--- src/rtl/tetris_gravity_ctrl.sv ---
// Gravity and lock-delay scheduler for the falling piece.
// Divides clk_in into a base tick, emits level-paced fall pulses and
// a single lock request once the lock-delay window expires.
//
// Ports:
//   clk_in       system clock
//   rst_n        asynchronous active-low reset
//   level        game level 0..15, sets the fall period
//   soft_drop    level; selects SOFT_PERIOD while high
//   hard_drop    pulse; lock immediately (FALL/LOCK only)
//   pause        level; freezes all timing, masks pulses
//   piece_spawn  pulse; restart in FALL with counters cleared
//   piece_landed level; piece rests on the stack
//   fall_tick    pulse; move piece down one row
//   lock_pulse   pulse; fix piece into the board
//   state        00 IDLE, 01 FALL, 10 LOCK

module tetris_gravity_ctrl #(
    parameter int TICK_DIV    = 1000000,
    parameter int BASE_PERIOD = 80,
    parameter int STEP        = 8,
    parameter int MIN_PERIOD  = 4,
    parameter int SOFT_PERIOD = 2,
    parameter int LOCK_TICKS  = 50
) (
    input  logic       clk_in,
    input  logic       rst_n,
    input  logic [3:0] level,
    input  logic       soft_drop,
    input  logic       hard_drop,
    input  logic       pause,
    input  logic       piece_spawn,
    input  logic       piece_landed,
    output logic       fall_tick,
    output logic       lock_pulse,
    output logic [1:0] state
);

    localparam int PM0  = (BASE_PERIOD > MIN_PERIOD) ?
                          BASE_PERIOD : MIN_PERIOD;
    localparam int PMAX = (PM0 > SOFT_PERIOD) ?
                          PM0 : SOFT_PERIOD;
    // Headroom for the most negative BASE - 15*STEP result.
    localparam int PW = $clog2(PMAX + 1)
                      + $clog2(15 * STEP + 1) + 2;
    localparam int TW = (TICK_DIV > 2) ? $clog2(TICK_DIV) : 1;
    localparam int LW = $clog2(LOCK_TICKS + 1);

    typedef enum logic [1:0] {
        IDLE = 2'b00,
        FALL = 2'b01,
        LOCK = 2'b10
    } state_t;

    state_t          st_q, st_d;
    logic [TW-1:0]   presc_q, presc_d;
    logic [PW-1:0]   pcnt_q, pcnt_d;
    logic [LW-1:0]   lcnt_q, lcnt_d;
    logic            fall_q, fall_d;
    logic            lock_q, lock_d;

    logic                 base_tick;
    logic signed [PW-1:0] lvl_diff;
    logic [PW-1:0]        lvl_period;
    logic [PW-1:0]        period;

    assign base_tick  = (presc_q == TW'(TICK_DIV - 1));
    assign state      = st_q;
    assign fall_tick  = fall_q;
    assign lock_pulse = lock_q;

    // Signed so a high level saturates to MIN_PERIOD.
    always_comb begin
        lvl_diff = $signed(PW'(BASE_PERIOD))
                 - $signed(PW'(level)) * $signed(PW'(STEP));
        if (lvl_diff < $signed(PW'(MIN_PERIOD)))
            lvl_period = PW'(MIN_PERIOD);
        else
            lvl_period = $unsigned(lvl_diff);
        period = soft_drop ? PW'(SOFT_PERIOD) : lvl_period;
    end

    always_ff @(posedge clk_in or negedge rst_n) begin
        if (!rst_n) begin
            st_q    <= IDLE;
            presc_q <= '0;
            pcnt_q  <= '0;
            lcnt_q  <= '0;
            fall_q  <= 1'b0;
            lock_q  <= 1'b0;
        end else begin
            st_q    <= st_d;
            presc_q <= presc_d;
            pcnt_q  <= pcnt_d;
            lcnt_q  <= lcnt_d;
            fall_q  <= fall_d;
            lock_q  <= lock_d;
        end
    end

    always_comb begin
        st_d    = st_q;
        presc_d = presc_q;
        pcnt_d  = pcnt_q;
        lcnt_d  = lcnt_q;
        fall_d  = 1'b0;
        lock_d  = 1'b0;

        if (piece_spawn) begin
            st_d    = FALL;
            presc_d = '0;
            pcnt_d  = '0;
            lcnt_d  = '0;
        end else if (pause) begin
            // hold everything; pulses stay low
        end else if (hard_drop && st_q != IDLE) begin
            st_d    = IDLE;
            lock_d  = 1'b1;
            presc_d = '0;
            pcnt_d  = '0;
            lcnt_d  = '0;
        end else begin
            unique case (st_q)
                IDLE: begin
                    presc_d = '0;
                    pcnt_d  = '0;
                    lcnt_d  = '0;
                end
                FALL: begin
                    if (piece_landed) begin
                        st_d    = LOCK;
                        presc_d = '0;
                        pcnt_d  = '0;
                        lcnt_d  = '0;
                    end else begin
                        presc_d = base_tick ?
                                  '0 : presc_q + TW'(1);
                        if (base_tick) begin
                            // >= so a shrunk period fires at once
                            if (pcnt_q + PW'(1) >= period) begin
                                fall_d = 1'b1;
                                pcnt_d = '0;
                            end else begin
                                pcnt_d = pcnt_q + PW'(1);
                            end
                        end
                    end
                end
                LOCK: begin
                    if (!piece_landed) begin
                        st_d    = FALL;
                        presc_d = '0;
                        pcnt_d  = '0;
                        lcnt_d  = '0;
                    end else begin
                        presc_d = base_tick ?
                                  '0 : presc_q + TW'(1);
                        if (base_tick) begin
                            if (lcnt_q + LW'(1) >= LW'(LOCK_TICKS)) begin
                                st_d    = IDLE;
                                lock_d  = 1'b1;
                                presc_d = '0;
                                lcnt_d  = '0;
                            end else begin
                                lcnt_d = lcnt_q + LW'(1);
                            end
                        end
                    end
                end
                default: begin
                    st_d    = IDLE;
                    presc_d = '0;
                    pcnt_d  = '0;
                    lcnt_d  = '0;
                end
            endcase
        end
    end

endmodule

--- config.mk ---
export PLATFORM = sky130hd
export DESIGN_NAME = tetris_gravity_ctrl
export DESIGN_NICKNAME = d
export VERILOG_FILES = /design/src/rtl/tetris_gravity_ctrl.sv
export SDC_FILE = /design/constraint.sdc
export NUM_CORES = 1
export LEC_CHECK = 0
export CAP_MARGIN = 20
export CORE_MARGIN = 10
export CORE_UTILIZATION = 50
export CTS_BUF_LIST = sky130_fd_sc_hd__clkbuf_16
export CTS_CLUSTER_SIZE = 12
export DETAILED_ROUTE_END_ITERATION = 16
export DONT_BUFFER_PORTS = 1
export PLACE_DENSITY = 0.68
export SLEW_MARGIN = 20
export SYNTH_ARGS = -nofsm -noshare
export SYNTH_HDL_FRONTEND = slang
export SYNTH_SLANG_ARGS = --single-unit
--- constraint.sdc ---
create_clock -name clk_in -period 3.56 [get_ports clk_in]
set_input_delay 0.712 -clock clk_in [delete_from_list [all_inputs] [get_ports clk_in]]
set_output_delay 0.712 -clock clk_in [all_outputs]
set_load 0.01 [all_outputs]
======== Word-level counts from Yosys, hierarchy flattened ========
Index checks and enable logic that the tools add are counted.
operators by class
  add/subtract/negate cells ............... 4
  reduce and logical (&&, ||, !) cells .... 6
  $lt $le $gt $ge ......................... 3
  multiplexer cells ....................... 49
  equality and inequality tests ........... 10
operator list
  operator               number
  $mux 20                8
  $mux 16                9
  $mux 6                 7
  $pmux 20 s2            1
  $pmux 16 s2            1
  $add 20x1->20 const B  1
  $eq 20x20->1 const B   1
  $add 16x1->16 const B  1
  $ge 16x16->1           1
  $ne 5x5->1 const B     3
  $mux 1                 14
  $mux 2                 7
  $pmux 6 s2             1
  $lt 8x4->1 const B     1
  $ne 4x4->1 const B     2
  $sub 7x7->8 const A    1
  $add 6x1->6 const B    1
  $ge 6x6->1 const B     1
  $pmux 2 s3             1
  $reduce_and 3->1       2
  $reduce_and 5->1       1
  $ne 3x3->1 const B     1
  $eq 2x1->1 const B     1
  $eq 2x2->1 const B     1
  4 further kinds        4
word-level totals
  logic and storage cells ................. 78
  flip-flop bits (word level) ............. 46

======== Depth between registers and ports, before layout ========
Gate-level depths: netlist of run 1.
  word-level depth ........................ 12
  mapped depth ............................ 15

======== Least setup slack after synthesis of run 1 ========
OpenSTA, ideal clock, no wires.
  path kind ............................... input to register
  start ................................... input port level[0]
  end ..................................... register pcnt_q[10]
  buffers on the path ..................... 1
  arrival ................................. 3.597 ns
  slack ................................... -0.102 ns
  cell stages on the path ................. 14
  cell sequence ........................... ha_1 -> nor2_1 -> a21oi_1 -> nor3b_1 -> ha_1 -> nand2b_1 -> ha_1 -> a21o_1 -> a21o_1 -> a2111oi_0 -> nand4_2 -> clkbuf_1 -> o21bai_1 -> nand2_1
on the way
  cells in the longest elaborated chain, start to end .. 12
RTL lines
  item                  line  text
  from (decl)           28    input logic [3:0] level,
  $sub 7x7->8 (*)       75    - $signed(PW'(level)) * $signed(PW'(STEP));
  $lt 8x4->1            76    if (lvl_diff < $signed(PW'(MIN_PERIOD)))
  $mux 16 (*)           76
  $mux 16 (*)           80    period = soft_drop ? PW'(SOFT_PERIOD) : lvl_period;
  $ge 16x16->1 (*)      140   if (pcnt_q + PW'(1) >= period) begin
  $mux 16 (*)           140
  $mux 16 (*)           138   if (base_tick) begin
  $mux 16 (*)           130   if (piece_landed) begin
  $pmux 16 s2 (*)       123   unique case (st_q)
  $mux 16 (*)           116   end else if (hard_drop && st_q != IDLE) begin
  $mux 16 (*)           114   end else if (pause) begin
  $mux 16 (*)           109   if (piece_spawn) begin
  to (signal assigned)  94    pcnt_q <= pcnt_d;
  to (decl)             57    logic [PW-1:0] pcnt_q, pcnt_d;
Mark *: on every way between the ends. The rest lies on a longest branch, timed or not. The select of a mux whose other input is x is not followed.
A chain may end at the register's enable or synchronous reset.

======== Final worst setup path of run 1 ========
  start ................................... register pcnt_q[0]
  end ..................................... register pcnt_q[7]
on the way
  cells in the longest elaborated chain, start to end .. 9
RTL lines
  item               line
  $add 16x1->16 (*)  140, 144
  $ge 16x16->1       140
  $mux 16 (*)        140
  $mux 16 (*)        138
  $mux 16 (*)        130
  $pmux 16 s2 (*)    123
  $mux 16 (*)        116
  $mux 16 (*)        114
  $mux 16 (*)        109
Marks and branches as above.

==> results of run 1 <==
## repair_timing
item                                    in CTS  in global routing
hold endpoints to repair                     0                  0
endpoints found under the setup margin       0                  1
gates resized for setup                      0                  1
## final timing paths
kind,end,depth (start not counted)
min in group clk_in,lock_pulse,1
max in group asynchronous,fall_tick,0
worst max register to register,pcnt_q[7],14
worst max-delay path,pcnt_q[7],14
worst min-delay path,presc_q[3],0
worst min register to register,presc_q[5],1
## state kept, by name, indices dropped and copies added, names as in the netlist
signal      count
lcnt_q          6
state           2
pcnt_q         16
presc_q        20
lock_pulse      1
fall_tick       1
## metrics by stage
stage	power, mW	std cells
detailed placement	0.751	462
global placement	0.748	462
CTS	1.28	470
floorplan	0.716	388
global route	1.34	470
finish	1.27	470
## layout by cell type (no fill, tap or decap), types with 2 or more instances in the layout
master and n:
o21bai_1 3, nor3b_1 4, nor3_1 7, a21oi_1 22
or2_2 8, a21o_1 14, nand2_1 71, nand3_1 12
o21ai_1 6, nor2b_1 7, nand4_1 11, inv_1 8
clkinvlp_4 2, xnor2_1 4, a31oi_1 7, nor4b_1 2
and3_1 9, and4_1 3, o21ai_0 36, o31ai_1 7
clkbuf_16 5, ha_1 25, xor2_1 3, and2_1 2
nor2_1 17, or3_1 5, o41ai_1 2, buf_4 7
mux2i_1 4, dfrtp_1 46, nand2b_1 8
## kinds of logic (layout without fill, tap and decap cells)
kind of cell,count (synthesis),after routing,share of synthesized area
XOR/XNOR,7,7,0.0188
multiplexers,4,4,0.0123
flip-flops,46,46,0.353
AO/OA/AOI/OAI,109,109,0.203
buffers and inverters,18,23,0.0292
adder cells (fa/ha/maj),25,25,0.0960
AND/OR/NAND/NOR,179,179,0.288
## final cells by class
type	count	area, um^2	area share
multi-input cells	324	2020	0.574
inverters	8	30.0	0.00853
flip-flops and latches	46	1150	0.327
well taps	77	96.3	0.0274
repair buffers	7	52.6	0.0149
clock buffers	5	125	0.0355
clock inverters	3	45.0	0.0128
## layer usage
layer  vias up  share of wire  GRT usage
met3         5          0.056     0.0398
li1       1428              -          -
met4         0         0.0086     0.0359
met1      1308           0.46      0.183
met5         -              0          0
met2        62           0.48      0.228
## power breakdown
part / switching (mW) / total [mW] / internal [mW] / leakage (nW)
clock: 0.201 / 0.532 / 0.331 / 0.0760
combinational: 0.112 / 0.187 / 0.0748 / 0.964
sequential: 0.0189 / 0.554 / 0.535 / 0.639
==> qor.yml, run 1 <==
die_h_um: 101
numPortBuffers: 0
power.density_nw_per_um2: 361
cts_sinks: 46
grt_setup_unrepaired: "false"
peakVddDrop_mv: 0.272
synth-edff-count: 0
synthTopCellsByCount: "nand2_1, dfrtp_1, o21ai_0"
path_cells: "ha_1 > nand4_1 > nor2_2 > nand4_1 > or2_2 > nand2_1 > ha_1 > nand4_1 > nor2_1 > a2111oi_2 > nand4_2 > buf_4 > nor3b_1 > a21o_1"
fin_crit_ns: 3.28
path_buf_inv: 1
fp.dieArea_um2: 10100
cap_violations: 0
vias_per_cell: 5.96
drc: 0
antenna_found_initial: 0
fin_util: 0.555
synth-main-ff-cell: "dfrtp_1"
drt_wl_total_um: 6990
ctsHoldBuffers: 0
post-place-ws_ns: -0.00329
postRouteAntennaNets: 0
ff2ff_setup_slack_ns: 0.28
synth_top_area_share: 0.353
overflow: 0
final_cell_area_um2: 3520
yosys.area.top_type: "dfrtp_1"
numCtsBuffers: 5
initial_core_util: 0.513
layout-drive-gt1-share: 0.0840
synthDistinctLibCells: 56
hold_path_class: "input pin to async pin"
crit_fanout: 12
crit_path_end_kind: "flop"
nets: 428
path_delay_family: "simple AND/OR/NAND/NOR gates"
dp.final_hpwl_um: 5230
slew_violations: 0
place_congestion: 0.836
postPlaceCellArea_um2: 3350
synth-warning-count: 0
fin_ws_ns: 0.285
io_pins: 15
status: "completed"
synthesis.nets: 424
cts_max_level: 2
hold_slack_ns: 0.117
crit_slowest_cell: "dfrtp_1"
critPathMaxStageDelay_ns: 0.41
hold_viol: 0
slew_headroom: 0.380
area_growth_pct: 8.06
fillCellCount: 586
setup.worst_path.class: "flop to flop"
wl_per_cell_um: 14.9
diodes: 0
netlist_area_um2: 3260
startpoint: "pcnt_q[0]"
num_rows: 29
cts_root_buf: "clkbuf_16"
cts_buffer_depth: 2
skew_ns: 0.00535
clk_pin_slew_ns: 0.07
first_global_vias: 2607
grt_util_all_layers: 0.142
cellLeakagePower_nw: 1.68
grt_max_degree: 47
r2r_start: "pcnt_q[0]"
cts_tree: "yes"
vias: 2803
required_ns: 3.79
timing.final.crit_share: 0.920
postSynthCellCount: 388
clock.fmax_mhz: 305
first_pass_iters: 4
finalSetupViolCount: 0
post_cts_buffers: 0
clock_latency_ns: 0.29
synth-async-reset-ratio: 1.00
die_x_um: 101
tns_ns: 0
ys_top_cells_by_area: "dfrtp_1, ha_1, nand2_1"
max_slew.worst_pin.slew_ns: 0.930
syn_area_per_cell_um2: 8.40
arrival_ns: 3.51
crit_top_cell: "nand4_1"
dr.first_iter.drc_count: 148
synth_most_common_cell: "nand2_1"
synth_seq_cells: 46
ys_seq_area_frac: 0.353
fp.coreArea_um2: 6350
grt_pass1_wl_um: 12200
startpoint_type: "flop"
Power figures use the tool's default switching activity.
==> run 2, diff against run 1 <==
Settings changed: CORE_ASPECT_RATIO set to 0.75.
==> run 2 against run 1 <==
Against the previous run:
- via count grew 0.29%
- worst hold slack lost 0.0027 ns
- core utilization grew 0.31 points
- cell area is essentially flat
- total power is essentially flat
- first-iteration DRC count grew 47%
- critical path type unchanged
- largest cell class unchanged
- largest power group unchanged
==> qor.yml, run 2 (same netlist as run 1, synthesis figures left out) <==
status: "completed"
dr.first_iter.drc_count: 218
place_congestion: 0.773
die_h_um: 89.9
power.density_nw_per_um2: 361
hold_path_class: "input pin to async pin"
startpoint_type: "flop"
diodes: 0
power.total_mw: 1.27
clk_pin_slew_ns: 0.07
initial_core_util: 0.516
grt_setup_unrepaired: "false"
nets: 427
cap_violations: 0
layout-drive-gt1-share: 0.0842
fp.coreArea_um2: 6320
seqPwrFrac: 0.435
hold_viol: 0
vias_per_cell: 5.94
largest-register: "presc_q"
hold_slack_ns: 0.115
arrival_ns: 3.54
dp.final_hpwl_um: 5260
slew_violations: 0
max_slew.worst_pin.slew_ns: 0.786
post-place-ws_ns: -0.0449
grt_pass1_wl_um: 12300
comb_power_share: 0.150
largest_reg_flops: 20
fillCellCount: 561
cts_max_level: 2
first_global_vias: 2561
num_rows: 25
finalSetupViolCount: 0
slew_headroom: 0.474
crit_path_end_kind: "flop"
final_common_cell: "nand2_1"
cts_root_buf: "clkbuf_16"
setup.worst_path.class: "flop to flop"
crit_fanout: 18
numPortBuffers: 0
fin_ws_ns: 0.192
overflow: 0
cts_sinks: 46
post_cts_buffers: 0
fp.dieArea_um2: 10200
postPlaceCellArea_um2: 3350
peakVddDrop_mv: 0.206
required_ns: 3.73
clock_latency_ns: 0.29
wl_per_cell_um: 15.1
first_pass_iters: 4
most-common-layout-cells: "nand2_1, dfrtp_1, o21ai_0"
timing.final.crit_share: 0.946
antenna_found_initial: 0
numCtsBuffers: 5
skew_ns: 0.0128
post-place-cells: 465
area_growth_pct: 8.14
fin_crit_ns: 3.37
postRouteAntennaNets: 0
drc: 0
final_cell_area_um2: 3520
clkPwrFrac: 0.416
clock.fmax_mhz: 297
internal-power_mw: 0.941
drt_wl_total_um: 7140
p_switching_mw: 0.332
instances_no_fill: 473
cts_tree: "yes"
ff2ff_setup_slack_ns: 0.19
p_sw_frac: 0.261
reg_top3: "presc_q: 20 flops, pcnt_q: 16 flops, lcnt_q: 6 flops"
cellLeakagePower_nw: 1.68
io_pins: 15
cts_buffer_depth: 2
grt_max_degree: 47
vias: 2811
grt_util_all_layers: 0.139
die_x_um: 113
## run 2: cell types whose count changed in the layout (fill, tap and decap cells not counted), sizes merged
cell / change
buf: -1
## run 2: timing repair
action | 4_1_cts | 5_1_grt
gates resized for setup | 0 | 2
setup endpoints to repair | 0 | 3
hold buffers | 0 | 0
endpoints found under the hold margin | 0 | 0
## run 2: power groups by stage
stage | registers [mW] | logic, mW | clock network [mW]
after floorplan | 0.559 | 0.156 | 0
after global placement | 0.563 | 0.186 | 0
after detailed placement | 0.564 | 0.187 | 0
after CTS | 0.554 | 0.190 | 0.546
after global routing | 0.556 | 0.214 | 0.566
final | 0.553 | 0.191 | 0.529
## run 2: critical path, stage by stage, from the launching register on
cell      delay [ns]
dfrtp_1         0.42
ha_1            0.28
nand4_1         0.19
nor2_2          0.22
nand2_1         0.09
and2_1          0.17
or2_2           0.31
ha_1            0.30
nand4_1         0.14
nor4_1          0.34
a22oi_1         0.19
nand4_2         0.12
buf_4           0.22
o21bai_1        0.08
a21o_1          0.18
## run 2: path summary, 6_finish.rpt
path / cells past startpoint / endpoint / startpoint
max: 14 / pcnt_q[2] / pcnt_q[0]
min: 0 / state[1] / rst_n
max reg2reg: 14 / pcnt_q[2] / pcnt_q[0]
min reg2reg: 1 / presc_q[5] / presc_q[5]
max in group asynchronous: 0 / pcnt_q[12] / rst_n
min in group clk_in: 1 / presc_q[5] / presc_q[5]
## run 2: final cells by class
| class | instances | area (um^2) | area share |
|---|---|---|---|
| Clock inverter | 3 | 45.0 | 0.0128 |
| Tap cell | 81 | 101 | 0.0288 |
| Timing Repair Buffer | 6 | 45.0 | 0.0128 |
| Multi-Input combinational cell | 324 | 2030 | 0.575 |
| Inverter | 8 | 30.0 | 0.00852 |
| Clock buffer | 5 | 125 | 0.0355 |
| Sequential cell | 46 | 1150 | 0.327 |
## run 2: per-stage QoR
stage | setup TNS [ns] | util
floorplan | 0 | -
global placement | 0 | 0.530
detailed placement | -0.0856 | 0.530
CTS | 0 | 0.557
global route | 0 | 0.558
finish | 0 | 0.558
## run 2: routing by layer
metal / wire (um) / vias to the layer above / global-route usage
li1: - / 1415 / -
met1: 3680 / 1344 / 0.206
met2: 3070 / 48 / 0.202
met3: 352 / 4 / 0.0279
met4: 37 / 0 / 0.0243
met5: 0 / - / 0
==> run 3, diff against run 2 <==
Settings changed: CORE_ASPECT_RATIO 0.75 to not set, PLACE_DENSITY 0.68 to not set, SETUP_SLACK_MARGIN set to 0.15.
Clock period 3.56 ns to 3.6 ns, I/O delays scaled along.
==> run 3 against run 2 <==
Against the previous run:
- critical path type is now input pin to flop
- register-to-register slack better by 0.25 ns
- total power down 0.64%
- sequential power down 1%
- cell area up 0.85%
- critical path depth unchanged
- global-route usage up 0.77 points
- clock power about the same
- cell count down 0.63%
- wire length down 0.29%
==> qor.yml, run 3 (same netlist as run 1, synthesis figures left out) <==
status: "completed"
numPortBuffers: 0
cts_sinks: 46
skew_ns: 0.00525
power.density_nw_per_um2: 356
drc: 0
first_global_vias: 2671
layout-drive-gt1-share: 0.0865
clock.fmax_mhz: 309
hold_path_class: "input pin to async pin"
path_buf_inv: 1
post_cts_buffers: 0
cap_violations: 0
clock_latency_ns: 0.29
fp.dieArea_um2: 10100
first_pass_iters: 4
slew_violations: 0
setup.worst_path.class: "input pin to flop"
final_cell_area_um2: 3550
ctsHoldBuffers: 0
fin_ws_ns: 0.366
place_congestion: 0.871
overflow: 0
grt_setup_unrepaired: "false"
hold_viol: 0
die_x_um: 101
postRouteAntennaNets: 0
largest_reg_flops: 20
arrival_ns: 3.46
cts_max_level: 2
grt_max_degree: 47
area_growth_pct: 9.06
finalSetupViolCount: 0
startpoint_type: "input pin"
path_cells: "ha_1 > nor2_1 > a21oi_1 > nor3b_1 > ha_1 > or3_1 > ha_1 > a21oi_1 > o21ai_0 > a22oi_1 > nand4_2 > buf_12 > nor3b_1 > a21o_1"
grt_util_all_layers: 0.147
post-place-ws_ns: 0.0363
cellLeakagePower_nw: 1.69
most-common-layout-cells: "nand2_1, dfrtp_1, o21ai_0"
critPathMaxStageDelay_ns: 0.36
nets: 428
cts_root_buf: "clkbuf_16"
final_common_cell: "nand2_1"
diodes: 0
vias_per_cell: 5.88
num_rows: 29
reg_top3: "presc_q: 20 flops, pcnt_q: 16 flops, lcnt_q: 6 flops"
postPlaceCellArea_um2: 3360
peakVddDrop_mv: 0.253
tns_ns: 0
slew_headroom: 0.494
cts_resized: 0
path_delay_family: "simple AND/OR/NAND/NOR gates"
required_ns: 3.83
vias: 2765
io_pins: 15
wl_per_cell_um: 15.1
fp.coreArea_um2: 6350
fin_crit_ns: 3.23
crit_fanout: 18
die_h_um: 101
largest-register: "presc_q"
clk_pin_slew_ns: 0.07
crit_top_cell: "ha_1"
crit_path_end_kind: "flop"
crit_slowest_cell: "or3_1"
timing.final.crit_share: 0.898
max_slew.worst_pin.slew_ns: 0.757
fin_util: 0.560
numCtsBuffers: 5
fillCellCount: 587
dr.first_iter.drc_count: 105
drt_wl_total_um: 7110
antenna_found_initial: 0
cts_tree: "yes"
dp.final_hpwl_um: 5210
grt_pass1_wl_um: 12600
initial_core_util: 0.513
cts_buffer_depth: 2
run 3: changes by cell type in the layout (fill, tap and decap cells not counted), sizes merged:
cell  previous run  this run
buf              6         7
run 3: layer usage:
metal,wire length [um],global-route usage,part of all wire
met1,3320,0.183,0.47
met5,0,0,0
met2,3480,0.249,0.49
met4,87,0.0457,0.012
met3,226,0.0261,0.032
run 3: final timing paths:
check                           start    endpoint  slack, ns  cells after the start
setup reg to reg            pcnt_q[0]   pcnt_q[2]       0.44                     14
min in group clk_in             pause  lock_pulse       0.50                      1
hold reg to reg            pcnt_q[15]  pcnt_q[15]       0.50                      1
hold / removal                  rst_n   pcnt_q[3]       0.12                      0
setup / recovery             level[0]   pcnt_q[7]       0.37                     14
max in group asynchronous       rst_n   fall_tick       3.39                      0
run 3: final cells by class:
| cell class | count | area (um^2) | area share |
|---|---|---|---|
| clock buffer | 5 | 125 | 0.0352 |
| clock inverter | 3 | 45.0 | 0.0127 |
| sequential | 46 | 1150 | 0.324 |
| multi-input combinational | 324 | 2040 | 0.574 |
| tap | 77 | 96.3 | 0.0271 |
| timing repair buffer | 7 | 65.1 | 0.0183 |
| inverter | 8 | 30.0 | 0.00845 |
run 3: power by group:
part | internal (mW) | switching, mW
sequential | 0.529 | 0.0179
combinational | 0.0740 | 0.114
clock | 0.327 | 0.203
run 3: per-stage QoR:
step                std cells  hold slack [ns]  power, mW
floorplan                 388            0.424      0.708
global placement          462            0.426      0.741
detailed placement        462            0.426      0.743
CTS                       470            0.114       1.28
global route              470            0.108       1.33
finish                    470            0.123       1.27
